## src/rtl/mem_arb_pkg.sv

```systemverilog
// Shared encodings for the two-port data-memory arbiter.
package mem_arb_pkg;

   typedef enum logic [1:0] {
      IDLE   = 2'd0,
      ACCESS = 2'd1,
      RESP   = 2'd2
   } state_e;

   localparam logic PORT_CPU = 1'b0;
   localparam logic PORT_AUX = 1'b1;

endpackage

```

## src/rtl/arb_rr_pick.sv

```systemverilog
// Two-way winner selection: a sole requester wins; on a conflict, either
// fixed CPU priority or the port that did not win last time.
module arb_rr_pick
   import mem_arb_pkg::*;
(
   input  logic [1:0] req,
   input  logic       last,
   input  logic       fixed_prio,
   output logic       winner
);

   always_comb begin
      winner = PORT_CPU;
      unique case (req)
         2'b01:   winner = PORT_CPU;
         2'b10:   winner = PORT_AUX;
         2'b11:   winner = fixed_prio ? PORT_CPU : ~last;
         default: winner = PORT_CPU;
      endcase
   end

endmodule

```

## src/rtl/mem_bus_arbiter.sv

```systemverilog
// Serialises CPU and auxiliary master accesses onto one data-memory port,
// with programmable wait states and a one-cycle ack per transaction.
//
// state  | meaning
// IDLE   | strobes low, sample requests and pick a winner
// ACCESS | memory strobed from latched fields for WAIT_STATES+1 cycles
// RESP   | ack pulse to the winner, then back to IDLE
module mem_bus_arbiter
   import mem_arb_pkg::*;
#(
   parameter int WAIT_STATES  = 1,
   parameter int CPU_PRIORITY = 0,
   parameter int DATA_W       = 32
) (
   input  logic              iCLK,
   input  logic              iRST,
   input  logic              iReq0,
   input  logic              iReq1,
   input  logic              iWe0,
   input  logic              iWe1,
   input  logic [DATA_W-1:0] iAddr0,
   input  logic [DATA_W-1:0] iAddr1,
   input  logic [DATA_W-1:0] iWdata0,
   input  logic [DATA_W-1:0] iWdata1,
   input  logic [3:0]        iBe0,
   input  logic [3:0]        iBe1,
   output logic              oAck0,
   output logic              oAck1,
   output logic [DATA_W-1:0] oRdata0,
   output logic [DATA_W-1:0] oRdata1,
   output logic              oMemRe,
   output logic              oMemWe,
   output logic [3:0]        oMemBe,
   output logic [DATA_W-1:0] oMemAddr,
   output logic [DATA_W-1:0] oMemWdata,
   input  logic [DATA_W-1:0] iMemRdata,
   output logic              oBusy,
   output logic              oGntId
);

   localparam int CNT_W = (WAIT_STATES < 1) ? 1 : $clog2(WAIT_STATES + 1);

   state_e              state_q;
   logic                last_q;
   logic [CNT_W-1:0]    cnt_q;
   logic                we_q;
   logic [DATA_W-1:0]   addr_q;
   logic [DATA_W-1:0]   wdata_q;
   logic [3:0]          be_q;
   logic                gnt_q;
   logic                mem_re_q;
   logic                mem_we_q;
   logic                ack0_q;
   logic                ack1_q;
   logic [DATA_W-1:0]   rdata0_q;
   logic [DATA_W-1:0]   rdata1_q;

   logic                winner_d;
   logic                fixed_prio;

   assign fixed_prio = (CPU_PRIORITY != 0);

   arb_rr_pick u_pick (
      .req        ({iReq1, iReq0}),
      .last       (last_q),
      .fixed_prio (fixed_prio),
      .winner     (winner_d)
   );

   always_ff @(posedge iCLK) begin
      if (iRST) begin
         state_q  <= IDLE;
         last_q   <= PORT_AUX;
         cnt_q    <= '0;
         we_q     <= 1'b0;
         addr_q   <= '0;
         wdata_q  <= '0;
         be_q     <= '0;
         gnt_q    <= PORT_CPU;
         mem_re_q <= 1'b0;
         mem_we_q <= 1'b0;
         ack0_q   <= 1'b0;
         ack1_q   <= 1'b0;
         rdata0_q <= '0;
         rdata1_q <= '0;
      end else begin
         unique case (state_q)
            IDLE: begin
               ack0_q <= 1'b0;
               ack1_q <= 1'b0;
               if (iReq0 || iReq1) begin
                  // Strobes are raised here so they are registered for the first ACCESS cycle.
                  if (winner_d == PORT_AUX) begin
                     we_q     <= iWe1;
                     addr_q   <= iAddr1;
                     wdata_q  <= iWdata1;
                     be_q     <= iBe1;
                     mem_re_q <= ~iWe1;
                     mem_we_q <= iWe1;
                  end else begin
                     we_q     <= iWe0;
                     addr_q   <= iAddr0;
                     wdata_q  <= iWdata0;
                     be_q     <= iBe0;
                     mem_re_q <= ~iWe0;
                     mem_we_q <= iWe0;
                  end
                  gnt_q   <= winner_d;
                  last_q  <= winner_d;
                  cnt_q   <= CNT_W'(WAIT_STATES);
                  state_q <= ACCESS;
               end
            end
            ACCESS: begin
               if (cnt_q != '0) begin
                  cnt_q <= cnt_q - CNT_W'(1);
               end else begin
                  mem_re_q <= 1'b0;
                  mem_we_q <= 1'b0;
                  if (gnt_q == PORT_AUX) begin
                     ack1_q <= 1'b1;
                     if (!we_q) rdata1_q <= iMemRdata;
                  end else begin
                     ack0_q <= 1'b1;
                     if (!we_q) rdata0_q <= iMemRdata;
                  end
                  state_q <= RESP;
               end
            end
            RESP: begin
               ack0_q  <= 1'b0;
               ack1_q  <= 1'b0;
               state_q <= IDLE;
            end
            default: begin
               state_q <= IDLE;
            end
         endcase
      end
   end

   assign oAck0     = ack0_q;
   assign oAck1     = ack1_q;
   assign oRdata0   = rdata0_q;
   assign oRdata1   = rdata1_q;
   assign oMemRe    = mem_re_q;
   assign oMemWe    = mem_we_q;
   assign oMemBe    = be_q;
   assign oMemAddr  = addr_q;
   assign oMemWdata = wdata_q;
   assign oBusy     = (state_q != IDLE);
   assign oGntId    = gnt_q;

endmodule

```

## config.mk

```make
export PLATFORM = sky130hd
export DESIGN_NAME = mem_bus_arbiter
export DESIGN_NICKNAME = d
export VERILOG_FILES = /design/src/rtl/mem_arb_pkg.sv /design/src/rtl/arb_rr_pick.sv /design/src/rtl/mem_bus_arbiter.sv
export SDC_FILE = /design/constraint.sdc
export NUM_CORES = 1
export LEC_CHECK = 0
export CAP_MARGIN = 0
export CORE_ASPECT_RATIO = 0.7
export CORE_MARGIN = 2
export CORE_UTILIZATION = 40
export DETAILED_ROUTE_END_ITERATION = 6
export PLACE_DENSITY_LB_ADDON = 0.3
export SKIP_CTS_REPAIR_TIMING = 1
export SYNTH_ARGS = -nofsm -noshare
export SYNTH_HDL_FRONTEND = slang
export SYNTH_SLANG_ARGS = --single-unit
export TNS_END_PERCENT = 1
```

## constraint.sdc

```tcl
create_clock -name iCLK -period 2.1 [get_ports iCLK]
set_input_delay 0.21 -clock iCLK [delete_from_list [all_inputs] [get_ports iCLK]]
set_output_delay 0.21 -clock iCLK [all_outputs]
set_load 0.02 [all_outputs]
```

Yosys cells after proc, flatten, opt, wreduce, memory -nomap -nowiden. Cells that the tools add are included.

Bitwise logic cells: 6. Equal/unequal tests: 8. $add $sub $neg: 1. Mux-type cells: 23. Reductions and logical operators: 14.

Operators with widths (number): two-way mux 32 bit (2); one-hot mux 1 bit (2 select lines) (6); two-way mux 1 bit (11); AND reduction 3 bit (3); != test 2 bit, second input constant (4); AND reduction 4 bit (2); == test 2 bit, second input constant (3); NOT 1 bit (6); AND reduction 2 bit (3); nonzero test 2 bit (3); two-way mux 2 bit (2); two-way mux 4 bit (1); one-hot mux 2 bit (2 select lines) (1); == test 2 x 1 -> 1 bit, second input constant (1); logical NOT 2 bit (1); OR reduction 2 bit (1); logical OR 1 bit (1); subtractor 1 bit, second input constant (1).

Register bits after elaboration: 142. Output and inout bits: 138. Input bits: 174.

Longest topological paths before layout.
Depth after elaboration: 5. Mapped depth: 7.

Cells and area by module. Synthesis repeated with hierarchy kept, for this count alone.

Cells, all modules: 602. Area total of the unflattened synthesis: 6158.4 sq um.

Modules (own cells, without submodules): mem_bus_arbiter (instances 1, cells an instance 600, seq. area each 2842.7 sq um, area an instance 6147.1 sq um); arb_rr_pick (instances 1, cells an instance 2, seq. area each 0.0 sq um, area an instance 11.3 sq um).

Worst setup path before layout. No wires, ideal clock.

Path kind: reg2reg. From: register state_q[0]. To: register addr_q[27], in the netlist oMemAddr[27]. Clock period less this slack: 1.456 ns. Arrival time: 1.322 ns. Setup time: 0.134 ns. Required time: 1.966 ns. Setup slack: 0.644 ns. Stages on the path, launching flop included: 8. Cell sequence: dfxtp_1 -> buf_4 -> nor2_1 -> inv_1 -> nor2_2 -> buf_4 -> buf_4 -> a211oi_1.

Cells in the longest elaborated chain, start to end: 2.

Ends and longest elaborated chain: from (decl) (line mem_bus_arbiter.sv:43) `state_e state_q;`; from (signal assigned) (line mem_bus_arbiter.sv:72) `state_q <= IDLE;`; from (signal assigned) (line mem_bus_arbiter.sv:111) `state_q <= ACCESS;`; from (signal assigned) (line mem_bus_arbiter.sv:127) `state_q <= RESP;`; logical NOT 2 bit (line mem_bus_arbiter.sv:87) `unique case (state_q)`; AND reduction 2 bit (no line); to (signal assigned) (line mem_bus_arbiter.sv:95) `addr_q <= iAddr1;`; to (signal assigned) (line mem_bus_arbiter.sv:102) `addr_q <= iAddr0;`; to (decl) (line mem_bus_arbiter.sv:47) `logic [DATA_W-1:0] addr_q;`.

No other way between the ends. A chain may end at the register's enable or synchronous reset.

Worst setup path in the final report.
From: register state_q[1]. To: output port oBusy.

Cells in the longest elaborated chain, start to end: 1.

Ends and longest elaborated chain: nonzero test 2 bit (line mem_bus_arbiter.sv:151) `assign oBusy = (state_q != IDLE);`; to (decl) (line mem_bus_arbiter.sv:37) `output logic oBusy,`.

No other way between the ends.

==> results.py <==
metrics = {
    "clocking": {
        "cts-root-to-sink-buffers": 2,
        "insertion_delay_ns": 0.40,
        "cts_tree": "yes",
        "cts_inserted_buffers": 17,
        "clk_pin_slew_ns": 0.06,
        "clock_sinks": 142,
        "htree_levels": 4,
        "root_buffer": "clkbuf_16",
    },
    "route": {
        "met2WireLength_um": 9022,
        "drt_iter0_markers": 301,
        "dr_total_vias": 5969,
        "drc": 0,
        "wl_per_cell_um": 16.79,
        "drt-vias-per-instance": 5.282,
        "ant_nets": 0,
        "routed-wl-met3_um": 1544,
        "dr.pass1.iters": 5,
        "top_layer_used": "met4",
        "drt-total-wl_um": 18970,
        "wirelength_met1_um": 8049,
    },
    "synthesis": {
        "yosys_warnings": 0,
        "synthXorXnorAreaFrac": 0,
        "synthAdderAreaFrac": 0,
        "synth-seq-cells": 142,
        "synth.cell_area_mm2": 0.005988,
        "yosys.cell_count.top_type": "dfxtp_1",
        "synthCells": 653,
        "synth.top_cell.area_share": 0.4747,
        "async_flop_share": 0,
        "seq_area_frac_synth": 0.4747,
        "synth_mux_area_frac": 0.1153,
        "synth_edf_count": 0,
        "synth_top_family_by_area": "compound AO/OA/AOI/OAI gates",
        "synth_flop_cell": "dfxtp_1",
        "synthTopCellsByArea": "dfxtp_1, a21oi_1, mux2i_1",
        "synthSimpleGateAreaFrac": 0.06937,
        "synth_common_cells": "dfxtp_1, a21oi_1, a211oi_1, mux2i_1, nand3_1",
        "syn-num-nets": 827,
        "synth_compound_area_frac": 0.2710,
        "synth_area_per_cell_um2": 9.170,
        "ys_types": 29,
        "synth_area_leader_cell": "dfxtp_1",
    },
    "power": {
        "ir_worst_vdd_mv": 0.4897,
        "powerDensity_mw_per_mm2": 828.3,
        "p_leak_nw": 3.448,
    },
    "floorplan": {
        "start_util": 0.4080,
        "coreArea_mm2": 0.01468,
        "dieArea_mm2": 0.01598,
        "rows": 37,
        "pin_count": 312,
        "die_h_um": 106.4,
        "die-width_um": 150.2,
    },
    "global_routing": {
        "antenna_found_initial": 0,
        "grt_usage": 0.2307,
        "first_global_vias": 5683,
        "grt_max_degree": 76,
        "gr-total-overflow": 0,
        "grt_pass1_wl_um": 29620,
    },
    "sta": {
        "period_minus_slack_ns": 1.980,
        "slew_violations": 0,
        "setup_viol": 0,
        "hold_viol": 0,
        "fmax_mhz": 505.1,
        "tightestPinTransition_ns": 0.8152,
        "slew_headroom": 0.4565,
        "rsz0062_at_grt": "no",
        "final.setup.tns_ns": 0,
        "clock_skew_ns": 0.01318,
        "period_share": 0.9427,
    },
    "worst_setup_path": {
        "arrival_ns": 1.77,
        "worst-path-buf-inv": 2,
        "crit_fanout": 8,
        "max_stage_delay_ns": 0.67,
        "ff2ff_path_depth": 4,
        "criticalPathCategory": "register to primary output",
        "path_depth": 3,
        "cp-end-kind": "primary output",
        "path_cells": "nor2_4 > inv_1 > clkdlybuf4s50_1",
        "cp_slowest_cell": "clkdlybuf4s50_1",
        "required_ns": 1.89,
        "critPathLaunchType": "register",
        "cp_top_family": "buffers and inverters",
    },
    "placement": {
        "io_buffers": 311,
        "hpwl_um": 13010,
        "gp_congestion": 0.7752,
    },
    "worst_hold_path": {
        "whs_path_depth": 2,
        "hold_class": "input port to register",
    },
    "job": {
        "max_cap_viol_count": 0,
    },
    "final_layout": {
        "fillers": 1226,
        "antennaDiodeCount": 0,
        "area_growth_pct": 63.94,
        "final_nets": 1097,
        "drive_gt1_frac": 0.06417,
        "final_core_utilization": 0.6689,
    },
    "run_status": {
        "status": "finished, final reports clean",
    },
}
[power breakdown]
group / leakage [nW] / internal [mW] / switching (mW)
combinational: 2.00 / 0.991 / 1.03
sequential: 1.17 / 2.93 / 0.127
clock: 0.280 / 1.88 / 1.18
total: 3.45 / 5.80 / 2.33
[flip-flops by register name, summed over array words and instances (netlist names)]
register	cells
last_q	1
oMemWe	1
we_q	1
oMemAddr	32
oMemBe	4
state_q	2
oRdata1	32
cnt_q	1
oAck1	1
oMemRe	1
oGntId	1
oAck0	1
oMemWdata	32
oRdata0	32
[placed cells by master (no fill, tap or decap), types with 3 or more instances in the layout]
cell type / n
a211oi_1: 69
mux2i_1: 69
buf_12: 11
clkdlybuf4s50_1: 310
buf_4: 5
a21oi_1: 140
inv_6: 3
nand3_1: 65
o21ai_0: 7
bufinv_16: 3
dfxtp_1: 141
nand2_1: 3
nor2_1: 4
o21ai_2: 7
clkinvlp_4: 3
inv_1: 3
nor3_1: 3
o21ai_1: 53
clkbuf_16: 17
[worst register-to-register path, stage by stage (launching register included)]
cell,delay [ns]
dfxtp_1,0.39
or4b_2,0.68
buf_12,0.23
o21ai_0,0.23
a21oi_1,0.08
[cell families after synthesis]
family	count (synthesis)
AOI/OAI and AO/OA	281
buffers and inverters	79
DFF	142
muxes	69
and+or+nand+nor	82
[through the flow]
step | hold slack, ns | area (um^2) | total power [mW] | setup WS, ns | instances
3_5_place_dp | 0.4543 | 9223 | 5.133 | 0.2135 | 1099
2_1_floorplan | 0.3417 | 5988 | 4.154 | 0.6439 | 653
6_report | 0.2701 | 9817 | 8.131 | 0.1203 | 1130
4_1_cts | 0.2593 | 9817 | 8.203 | 0.09609 | 1130
5_1_grt | 0.2732 | 9817 | 8.487 | 0.04893 | 1130
3_3_place_gp | 0.4502 | 9223 | 5.120 | 0.2584 | 1099
[layout make-up]
class                      count  area [um^2]  share of cell area
inverter                       4        15.01            0.001529
clock buffer                  19        432.9             0.04410
tap                          195        244.0             0.02485
multi-input combinational    432         2759              0.2810
clock inverter                12        161.4             0.01644
timing repair buffer         326         3361              0.3423
sequential                   142         2844              0.2897
[worst paths after layout]
kind                     from           to  slack (ns)
setup / recovery   state_q[1]        oBusy        0.12
hold / removal           iRST   oRdata1[6]        0.27
setup reg to reg   state_q[1]  oRdata1[31]        0.36
hold reg to reg   oRdata1[25]  oRdata1[25]        0.46
[routing by layer]
metal	vias up	GRT usage
met5	-	0
met4	0	0.06941
met3	25	0.07382
met2	192	0.3855
met1	2795	0.2840
li1	2957	-
Note: power is estimated with default switching activity, not from simulation.
